[config.mk]
export PLATFORM = sky130hd
export DESIGN_NAME = cmp_stim_gen
export DESIGN_NICKNAME = d
export VERILOG_FILES = /design/src/rtl/cmp_stim_gen.sv
export SDC_FILE = /design/constraint.sdc
export NUM_CORES = 1
export LEC_CHECK = 0
export CAP_MARGIN = 10
export CORE_ASPECT_RATIO = 0.8
export CORE_MARGIN = 4
export CORE_UTILIZATION = 50
export CTS_CLUSTER_SIZE = 20
export DETAILED_ROUTE_END_ITERATION = 12
export GPL_TIMING_DRIVEN = 0
export PLACE_DENSITY = 0.75
export SETUP_SLACK_MARGIN = 0.3
export SLEW_MARGIN = 10
export SYNTH_ARGS = -nofsm -noshare
export SYNTH_HDL_FRONTEND = slang
export SYNTH_SLANG_ARGS = --single-unit
[constraint.sdc]
create_clock -name clk -period 4.6 [get_ports clk]
set_input_delay 0.46 -clock clk [delete_from_list [all_inputs] [get_ports clk]]
set_output_delay 0.46 -clock clk [all_outputs]
set_load 0.01 [all_outputs]
[src/rtl/cmp_stim_gen.sv]
// Operand-pair stimulus source and result checker for the 8-bit equality comparator.
// Optional feature macro: CMP_STIM_STOP_ON_ERR_EN (stop at first mismatch, report fail_idx).
module cmp_stim_gen #(
   parameter int unsigned NUM_VEC = 16
) (
   input  logic        clk,
   input  logic        rst,
   input  logic        start,
   input  logic [7:0]  seed,
   input  logic        eq_in,
   output logic [7:0]  a_out,
   output logic [7:0]  b_out,
   output logic        busy,
   output logic        done,
   output logic [15:0] err_cnt,
   output logic        pass
`ifdef CMP_STIM_STOP_ON_ERR_EN
   ,
   output logic [15:0] fail_idx
`endif
);

   localparam logic [15:0] LAST_IDX = 16'(NUM_VEC - 1);

   typedef enum logic [1:0] {
      S_IDLE,
      S_DRIVE,
      S_SAMPLE,
      S_DONE
   } state_t;

   state_t      r_state;
   state_t      w_state_nxt;

   logic [7:0]  r_lfsr;
   logic [15:0] r_idx;
   logic [15:0] r_err;
   logic        r_pass;
   logic [7:0]  r_a;
   logic [7:0]  r_b;

   logic [7:0]  w_seed_eff;
   logic [7:0]  w_lfsr_adv;
   logic [15:0] w_idx_inc;
   logic        w_exp;
   logic        w_mism;
   logic        w_last;
   logic        w_stop;
   logic [15:0] w_err_nxt;

   // Odd vectors flip exactly one bit, walking through bits 0..7 as idx advances.
   function automatic logic [7:0] f_mask(input logic [15:0] idx);
      f_mask = idx[0] ? (8'h01 << idx[3:1]) : 8'h00;
   endfunction

   assign w_seed_eff = (seed == 8'h00) ? 8'h01 : seed;
   assign w_lfsr_adv = {r_lfsr[6:0], r_lfsr[7] ^ r_lfsr[5] ^ r_lfsr[4] ^ r_lfsr[3]};
   assign w_idx_inc  = r_idx + 16'd1;
   assign w_exp      = ~r_idx[0];
   assign w_mism     = (eq_in != w_exp);
   assign w_last     = (r_idx == LAST_IDX);
   assign w_err_nxt  = (w_mism && (r_err != '1)) ? (r_err + 16'd1) : r_err;

`ifdef CMP_STIM_STOP_ON_ERR_EN
   assign w_stop = w_mism;
`else
   assign w_stop = 1'b0;
`endif

   always_ff @(posedge clk or posedge rst) begin
      if (rst) begin
         r_state <= S_IDLE;
      end else begin
         r_state <= w_state_nxt;
      end
   end

   always_comb begin
      w_state_nxt = r_state;
      unique case (r_state)
         S_IDLE:   if (start) w_state_nxt = S_DRIVE;
         S_DRIVE:  w_state_nxt = S_SAMPLE;
         S_SAMPLE: w_state_nxt = (w_last || w_stop) ? S_DONE : S_DRIVE;
         S_DONE:   w_state_nxt = S_IDLE;
         default:  w_state_nxt = S_IDLE;
      endcase
   end

   always_comb begin
      busy = (r_state != S_IDLE);
      done = (r_state == S_DONE);
   end

   // Operands are registered on the edge that enters DRIVE, so they are
   // computed from the next-cycle lfsr/idx rather than the current ones.
   always_ff @(posedge clk or posedge rst) begin
      if (rst) begin
         r_lfsr <= '0;
         r_idx  <= '0;
         r_err  <= '0;
         r_pass <= 1'b0;
         r_a    <= '0;
         r_b    <= '0;
      end else begin
         unique case (r_state)
            S_IDLE: begin
               if (start) begin
                  r_lfsr <= w_seed_eff;
                  r_idx  <= '0;
                  r_err  <= '0;
                  r_pass <= 1'b0;
                  r_a    <= w_seed_eff;
                  r_b    <= w_seed_eff;
               end
            end
            S_SAMPLE: begin
               r_err  <= w_err_nxt;
               r_idx  <= w_idx_inc;
               r_lfsr <= w_lfsr_adv;
               if (w_state_nxt == S_DRIVE) begin
                  r_a <= w_lfsr_adv;
                  r_b <= w_lfsr_adv ^ f_mask(w_idx_inc);
               end else begin
                  r_pass <= (w_err_nxt == '0);
               end
            end
            default: ;
         endcase
      end
   end

`ifdef CMP_STIM_STOP_ON_ERR_EN
   logic [15:0] r_fail_idx;

   always_ff @(posedge clk or posedge rst) begin
      if (rst) begin
         r_fail_idx <= '0;
      end else if ((r_state == S_IDLE) && start) begin
         r_fail_idx <= '0;
      end else if ((r_state == S_SAMPLE) && w_mism && (r_err == '0)) begin
         r_fail_idx <= r_idx;
      end
   end

   assign fail_idx = r_fail_idx;
`endif

   assign a_out   = r_a;
   assign b_out   = r_b;
   assign err_cnt = r_err;
   assign pass    = r_pass;

endmodule

# After elaboration in Yosys (flattened, before gate mapping)
# Index checks and enable logic that the tools add are counted.
op_classes:
  shifts: 1
  reduce_logical: 9
  addsub: 2
  eq_ne: 10
  bitwise: 5
  muxes: 18
ops:
  columns: ["operator", "n"]
  rows:
  - ["16-bit case mux with 2 select lines", 2]
  - ["8-bit case mux with 2 select lines", 3]
  - ["8-bit 2-to-1 mux", 5]
  - ["16-bit by 1-bit adder with 16-bit output, second input constant", 2]
  - ["16-bit 2-to-1 mux", 2]
  - ["16-bit by 4-bit == test with 1-bit output, second input constant", 1]
  - ["16-bit logical NOT", 1]
  - ["16-bit inequality test, second input constant", 1]
  - ["8-bit logical NOT", 1]
  - ["2-bit case mux with 4 select lines", 1]
  - ["1-bit by 3-bit << shifter with 8-bit output, first input constant", 1]
  - ["8-bit bitwise XOR", 1]
  - ["2-bit inequality test, second input constant", 3]
  - ["3-bit AND reduction", 2]
  - ["2-bit by 1-bit == test with 1-bit output, second input constant", 2]
  - ["2-bit == test, second input constant", 2]
  - ["2-bit 2-to-1 mux", 2]
  - ["2-bit nonzero test", 2]
  - ["1-bit bitwise XOR", 3]
  - ["2-bit logical NOT", 1]
  - ["1-bit 2-to-1 mux", 2]
  - ["1-bit case mux with 2 select lines", 1]
  - ["2-bit AND reduction", 1]
  - ["1-bit logical AND", 1]
  - ["other kinds (2)", 2]
word_totals:
  in_bits: 12
  wordCells: 52
  out_inout_bits: 35
  regBits: 59

# Longest topological paths before layout
# Gate-level depths: netlist of run 1.
depth:
  word_depth: 7
  ltp_mapped: 8
  depth_no_buf: 7

# Least setup slack after synthesis of run 1
# Ideal clock, no wire load.
synth_timing:
  path_type: "register to register"
  startpoint: "register r_err[0], in the netlist err_cnt[0]"
  endpoint: "register r_pass, in the netlist pass"
  slack_ns: 2.344
  path_stages_with_launch: 8
  t_arrival_ns: 2.179
  t_required_ns: 4.524
  path_buffers: 0
  cell_sequence: "dfrtp_1 -> ha_1 -> nand4_1 -> or3_1 -> or4_4 -> a211oi_2 -> nand4_1 -> o21ai_1"
synth_via:
  elab_chain_cells: 6
  word_cells_on_any_way: 7
  cone_classes: "add/sub: 1; eq/ne: 1; mux: 3; reduce/logical: 2"
synth_rtl:
  columns: ["item", "line_no", "rtl"]
  rows:
  - ["start, declared", "37", "logic [15:0] r_err;"]
  - ["start signal, assigned", "117", "r_err <= w_err_nxt;"]
  - ["branches (longest 2 deep; another with 16-bit by 1-bit adder with 16-bit output)", null, null]
  - ["16-bit 2-to-1 mux *", "62", "assign w_err_nxt = (w_mism && (r_err != '1)) ? (r_err + 16'd1) : r_err;"]
  - ["16-bit logical NOT *", "124", "r_pass <= (w_err_nxt == '0);"]
  - ["1-bit 2-to-1 mux *", "120", "if (w_state_nxt == S_DRIVE) begin"]
  - ["1-bit case mux with 2 select lines *", "105", "unique case (r_state)"]
  - ["end signal, assigned", "124", null]
  - ["end, declared", "38", "logic r_pass;"]
# Every way passes the cells marked *. The select of a mux whose other input is x is not followed.
# A chain may end at the register's enable or synchronous reset.

# Worst setup path in the final report of run 1
# Same ends and word-level chain as after synthesis.

==> results.cfg, run 1 <==
[outcome]
status = finished, final reports clean

[global_route]
grt_overflow = 0
grt_start_max_net_pins = 37
grt_first_pass_wirelength_mm = 15.4
grt_usage = 0.243
antenna_found_initial = 0
grt_pass1_vias = 3018

[placement]
dp.cells = 525
place.gp.congestion = 0.935
portBuffers = 46
hpwl_mm = 6.60

[logic_synthesis]
synth.distinct_cells = 50
synth_top_area_frac = 0.439
yosys.area_share.simple = 0.252
synth_edf_count = 0
synth_area_leaders = dfrtp_1 44%, o21ai_0 7.7%, nand2_1 6.7%, nand3_1 3.9%, xnor2_1 3.1%
synth_compound_area_frac = 0.173
synthCells = 394
syn_nets = 408
syn-cell-area_um2 = 3370
synth_xor_area_frac = 0.0569
synthTopCellsByCount = 60 x nand2_1, 59 x dfrtp_1, 52 x o21ai_0, 26 x nand3_1, 24 x nor2_1
avgSynthCellArea_um2 = 8.54
synthMuxAreaShare = 0.0297
synthAdderAreaFrac = 0.00743
synth-main-ff-cell = dfrtp_1
yosys_warnings = 0
async_reset_ff_frac = 1.00
yosysSeqAreaShare = 0.439
synth_top_family_by_area = simple AND/OR/NAND/NOR gates
synth_seq_cells = 59
yosys.area.top_type = dfrtp_1
synth.most_common_cell = nand2_1

[route]
first_pass_iters = 6
wl_per_cell_um = 17.2
antenna_left = 0
drcViolationCount = 0
dr.first_iter.drc_count = 253
route.vias.total = 3163
drt_wl_total_mm = 9.30
vias_per_cell = 5.85

[clock_network]
post_cts.repair.setup_buffers = 0
ctsLongestPathBuffers = 2
clock_latency_ns = 0.34
ctsResizeCount = 0
cts_buffers = 9
postCtsHoldBufs = 0
cts_sinks = 59
cts.htree.levels = 3
cts_root_buf = clkbuf_8
tritoncts = built
clk_pin_slew_ns = 0.07

[flow_run]
maxCapViolations = 0

[setup_path]
worst_r2r_path_depth = 7
cpMostUsedCell = nand4_1
worstPathMaxFanout = 9
start_kind = flop
reg2reg_slack_ns = 2.01
crit_chain = ha_1, nand4_1, or3_1, or4_4, a211oi_2, nand4_1, o21ai_1
worstPathArrival_ns = 2.86
cp_data_required_time_ns = 4.87
critPathMaxStageDelay_ns = 0.52
crit_slowest_cell = dfrtp_1
timing_worst_setup_path_type = flop to flop
path_delay_family = simple AND/OR/NAND/NOR gates
rr_endpoint = pass
cp.buffers_inverters = 0
r2r-start = err_cnt[0]
critPathCaptureType = flop

[layout]
finalNonFillerCells = 541
syn_to_final_growth_pct = 23.4
drive_gt1_frac = 0.0700
diodes = 0
final_nets = 466

[timing]
min_period_over_period = 0.563
hold_viol_final = 0
drv_slew = 0
setup_viol = 0
period_minus_slack_ns = 2.59
slew_headroom = 0.456
fmaxAchievable_mhz = 386
hold_slack_ns = 0.481
worst_slew_pin_slew_ns = 0.815
rsz0062_at_grt = false
skew_ns = 0.00819
tns_ns = 0

[floorplan]
coreArea_um2 = 6470
die_area_um2 = 8120
ios = 47
die_w_um = 99.7
initial_core_util = 0.520
die_h_um = 81.4
num_rows = 26

[pwr]
power.leakage_nw = 1.66
vdd_drop_max_mv = 0.358
p_per_area_nw_per_um2 = 509
total_power_w = 0.00211

[min_path]
hold_path_depth = 2
hold_end = a_out[7]
hold_path.class = flop to flop
min_from = a_out[7]
==> cell usage in the layout (no fill, tap or decap), types with 2 or more instances in the layout <==
master / netlist / routed
a21oi_1: 14 / 14
o21ai_0: 52 / 52
a31oi_1: 4 / 4
or3_1: 3 / 3
mux2i_1: 10 / 10
or4_1: 2 / 2
o21ai_1: 2 / 2
nor4_1: 8 / 8
nor3_1: 9 / 9
buf_2: 5 / 5
nand2_1: 60 / 60
nand3_1: 26 / 26
and3_1: 5 / 5
dfrtp_1: 59 / 59
nor2_1: 24 / 24
nand2b_1: 5 / 5
a32o_1: 2 / 2
xor2_1: 8 / 8
a22o_1: 2 / 2
and2_1: 2 / 2
and4_1: 2 / 2
o211ai_1: 2 / 2
a211oi_1: 3 / 3
clkinv_2: 0 / 3
nor4b_1: 2 / 2
nand4_1: 14 / 14
clkdlybuf4s50_1: 0 / 46
inv_1: 5 / 4
o31ai_1: 8 / 8
or2_2: 3 / 3
ha_1: 2 / 2
buf_1: 2 / 2
clkbuf_1: 17 / 18
clkbuf_8: 0 / 10
buf_4: 2 / 2
a21o_1: 2 / 2
xnor2_1: 12 / 12
==> per-stage QoR <==
stage | area (µm²) | util | setup slack, ns
global placement | 3930 | 0.607 | 1.58
floorplan | 3370 | - | 2.34
detailed placement | 3960 | 0.612 | 1.77
global route | 4150 | 0.641 | 1.76
finish | 4150 | 0.641 | 2.01
CTS | 4150 | 0.641 | 2.06
==> cell families after synthesis <==
group,after synthesis
AND/OR/NAND/NOR,172
AO/OA/AOI/OAI,98
flip-flops,59
buffers and inverters,32
XOR/XNOR,21
multiplexers,10
adder cells (fa/ha/maj),2
==> layer usage <==
metal,wire [µm],part of all wire,track usage,up-vias
met5,0,0,0,-
met4,103,0.011,0.0682,0
met3,608,0.065,0.0506,10
met2,4110,0.44,0.376,132
met1,4480,0.48,0.347,1484
li1,-,-,-,1537
==> power breakdown <==
part / leakage [nW] / switching [W] / internal [W]
clock: 0.0991 / 0.000214 / 0.000262
combinational: 0.787 / 0.000505 / 0.000378
sequential: 0.776 / 0.000104 / 0.000650
total: 1.66 / 0.000823 / 0.00129
==> worst reg2reg max path, delay by kind of cell (launching register included) <==
kind | cells | cell delay (ns)
AND/OR/NAND/NOR | 4 | 1.29
flip-flops | 1 | 0.52
AO/OA/AOI/OAI | 2 | 0.39
adder cells (fa/ha/maj) | 1 | 0.32
==> how the worst max path moves through the flow <==
stage,start,end,cells after the start
after detailed placement,eq_in,pass,8
after CTS,err_cnt[0],pass,7
after floorplan,err_cnt[0],pass,7
final,err_cnt[0],pass,7
after global placement,rst,err_cnt[10],2
after global routing,err_cnt[0],pass,8
==> state kept, by name (all words and copies together) (netlist names) <==
register	cells
err_cnt	16
a_out	8
pass	1
r_idx	16
b_out	8
r_state	2
r_lfsr	8
==> cell type report <==
cell class                      instances  area (µm²)
Clock inverter                          5        52.6
Sequential cell                        59        1480
Tap cell                               84         105
Buffer                                 27         123
Clock buffer                           11         141
Fill cell                             536        2320
Timing Repair Buffer                   47         488
Inverter                                5        18.8
Multi-Input combinational cell        303        1750
(Power assumes the default switching activity.)
==> run 2, diff against run 1 <==
--- a/config.mk
+++ b/config.mk
@@ -12,7 +12,7 @@
 export CTS_CLUSTER_SIZE = 20
 export DETAILED_ROUTE_END_ITERATION = 12
 export GPL_TIMING_DRIVEN = 0
-export PLACE_DENSITY = 0.75
+export PLACE_DENSITY = 0.78
 export SETUP_SLACK_MARGIN = 0.3
 export SLEW_MARGIN = 10
 export SYNTH_ARGS = -nofsm -noshare
==> constraint.sdc (replaced) <==
create_clock -name clk -period 2.1 [get_ports clk]
set_input_delay 0.21 -clock clk [delete_from_list [all_inputs] [get_ports clk]]
set_output_delay 0.21 -clock clk [all_outputs]
set_load 0.01 [all_outputs]
==> run 2 against run 1 <==
Net effect:
- the flow now finishes with violations (negative setup slack)
- via count increased by 15%
- clock-buffer cell count fell by 1
- register-to-register slack worse by 2.1 ns
==> results.cfg, run 2 (same netlist as run 1, synthesis figures left out) <==
[timing]
fmaxAchievable_mhz = 462
drv_slew = 0
min_period_over_period = 1.03
hold_slack_ns = 0.354
slew_headroom = 0.496
worst_slew_pin_slew_ns = 0.756
hold_viol_final = 0
setup_viol = 1
period_minus_slack_ns = 2.17
tns_ns = -0.0659
skew_ns = 0.00931
postLayoutSetupSlackWorst_ns = -0.0659
rsz0062_at_grt = true

[pwr]
p_per_area_nw_per_um2 = 1080
vdd_drop_max_mv = 0.667
power.leakage_nw = 1.97

[route]
vias_per_cell = 6.33
dr.first_iter.drc_count = 470
first_pass_iters = 7
route.vias.total = 3642
drcViolationCount = 0
wl_per_cell_um = 19.7
drt_wl_total_mm = 11.3
antenna_left = 0

[clock_network]
cts_sinks = 59
ctsLongestPathBuffers = 2
clock_latency_ns = 0.35
clk_pin_slew_ns = 0.07
cts.htree.levels = 3
tritoncts = built
cts_root_buf = clkbuf_8
cts_buffers = 9

[floorplan]
die_w_um = 99.7
coreArea_um2 = 6470
ios = 47
die_area_um2 = 8120
die_h_um = 81.4
initial_core_util = 0.520
num_rows = 26

[placement]
portBuffers = 46
pre_cts_ws_ns = -0.367
hpwl_mm = 6.43
place.gp.congestion = 0.927

[layout]
layout_commonest_cell = nand2_1
most-common-layout-cells = 58 x nand2_1, 52 x dfrtp_1, 46 x clkdlybuf4s50_1
multi_input_comb_area_um2 = 2090
drive_gt1_frac = 0.271
syn_to_final_growth_pct = 44.2
final_nets = 501
register_area_um2 = 1490
diodes = 0
fillCellCount = 407

[setup_path]
crit_slowest_cell = or4b_2
worst_r2r_path_depth = 7
cp_data_required_time_ns = 2.38
reg2reg_slack_ns = -0.07
worstPathArrival_ns = 2.44
rr_endpoint = pass
r2r-start = r_idx[0]
critPathCaptureType = flop
critPathMaxStageDelay_ns = 0.67
cpMostUsedCell = nand4_1
start_kind = flop
cp.buffers_inverters = 1
crit_chain = buf_6, xnor2_2, nand4_1, or4b_2, nand3_1, nand4_1, o21ai_1
worstPathMaxFanout = 4
timing_worst_setup_path_type = flop to flop
path_delay_family = simple AND/OR/NAND/NOR gates

[global_route]
grt_pass1_vias = 3363
gr-usage-met2 = 0.405
grtUsageMet3 = 0.0627
grt_first_pass_wirelength_mm = 16.6
grt_usage = 0.262
grt_overflow = 0
grt_start_max_net_pins = 60
grt_busiest_layer = met2
grt_util_met1 = 0.357
antenna_found_initial = 0

[flow_run]
maxCapViolations = 0

[outcome]
violations = negative setup slack
status = finished, violations left

[min_path]
hold_path.class = primary input to asynchronous set/reset pin
[run 2: through the flow]
stage	instances	cell area [µm²]	util	power, W
2_1_floorplan	394	3390	-	0.00284
3_3_place_gp	524	3960	0.612	0.00352
3_5_place_dp	524	3960	0.612	0.00357
4_1_cts	560	4570	0.706	0.00492
5_1_grt	575	4850	0.750	0.00548
6_report	575	4850	0.750	0.00523
[run 2: cell type report]
type / count / share of cell area
plain buffers: 27 / 0.0446
clock inverters: 5 / 0.0113
clock buffers: 10 / 0.0263
inverters: 5 / 0.00438
flip-flops and latches: 59 / 0.306
well taps: 84 / 0.0217
multi-input cells: 303 / 0.430
repair buffers: 82 / 0.156
[run 2: layer usage]
layer  routed length [µm]  up-vias
met1                 4550     1756
li1                     -     1597
met2                 5350      241
met4                  376        0
met3                 1030       48
met5                    0        -
[run 2: power breakdown]
group / internal [W] / switching, W
registers: 0.00143 / 0.000223
clock network: 0.000537 / 0.000482
logic: 0.00113 / 0.00143
total: 0.00309 / 0.00214
[run 2: what timing repair did]
item,4_1_cts,5_1_grt
pin swaps,19,40
gates resized for setup,67,67
buffers inserted,21,15
endpoints found under the setup margin,45,31
hold buffers,0,0
[run 2: how the worst max path moves through the flow]
stage / startpoint / slack [ns] / cells past startpoint / to
after global routing: r_idx[0] / -0.11 / 7 / pass
after detailed placement: eq_in / -0.37 / 8 / pass
after CTS: r_idx[0] / -0.01 / 7 / pass
after floorplan: err_cnt[0] / 0.05 / 7 / pass
after global placement: rst / -0.87 / 2 / err_cnt[1]
final: r_idx[0] / -0.07 / 7 / pass
[run 2: worst register-to-register path, stage by stage (launching register included)]
cell	delay, ns
dfrtp_1	0.39
buf_6	0.14
xnor2_2	0.18
nand4_1	0.27
or4b_2	0.67
nand3_1	0.12
nand4_1	0.16
o21ai_1	0.17
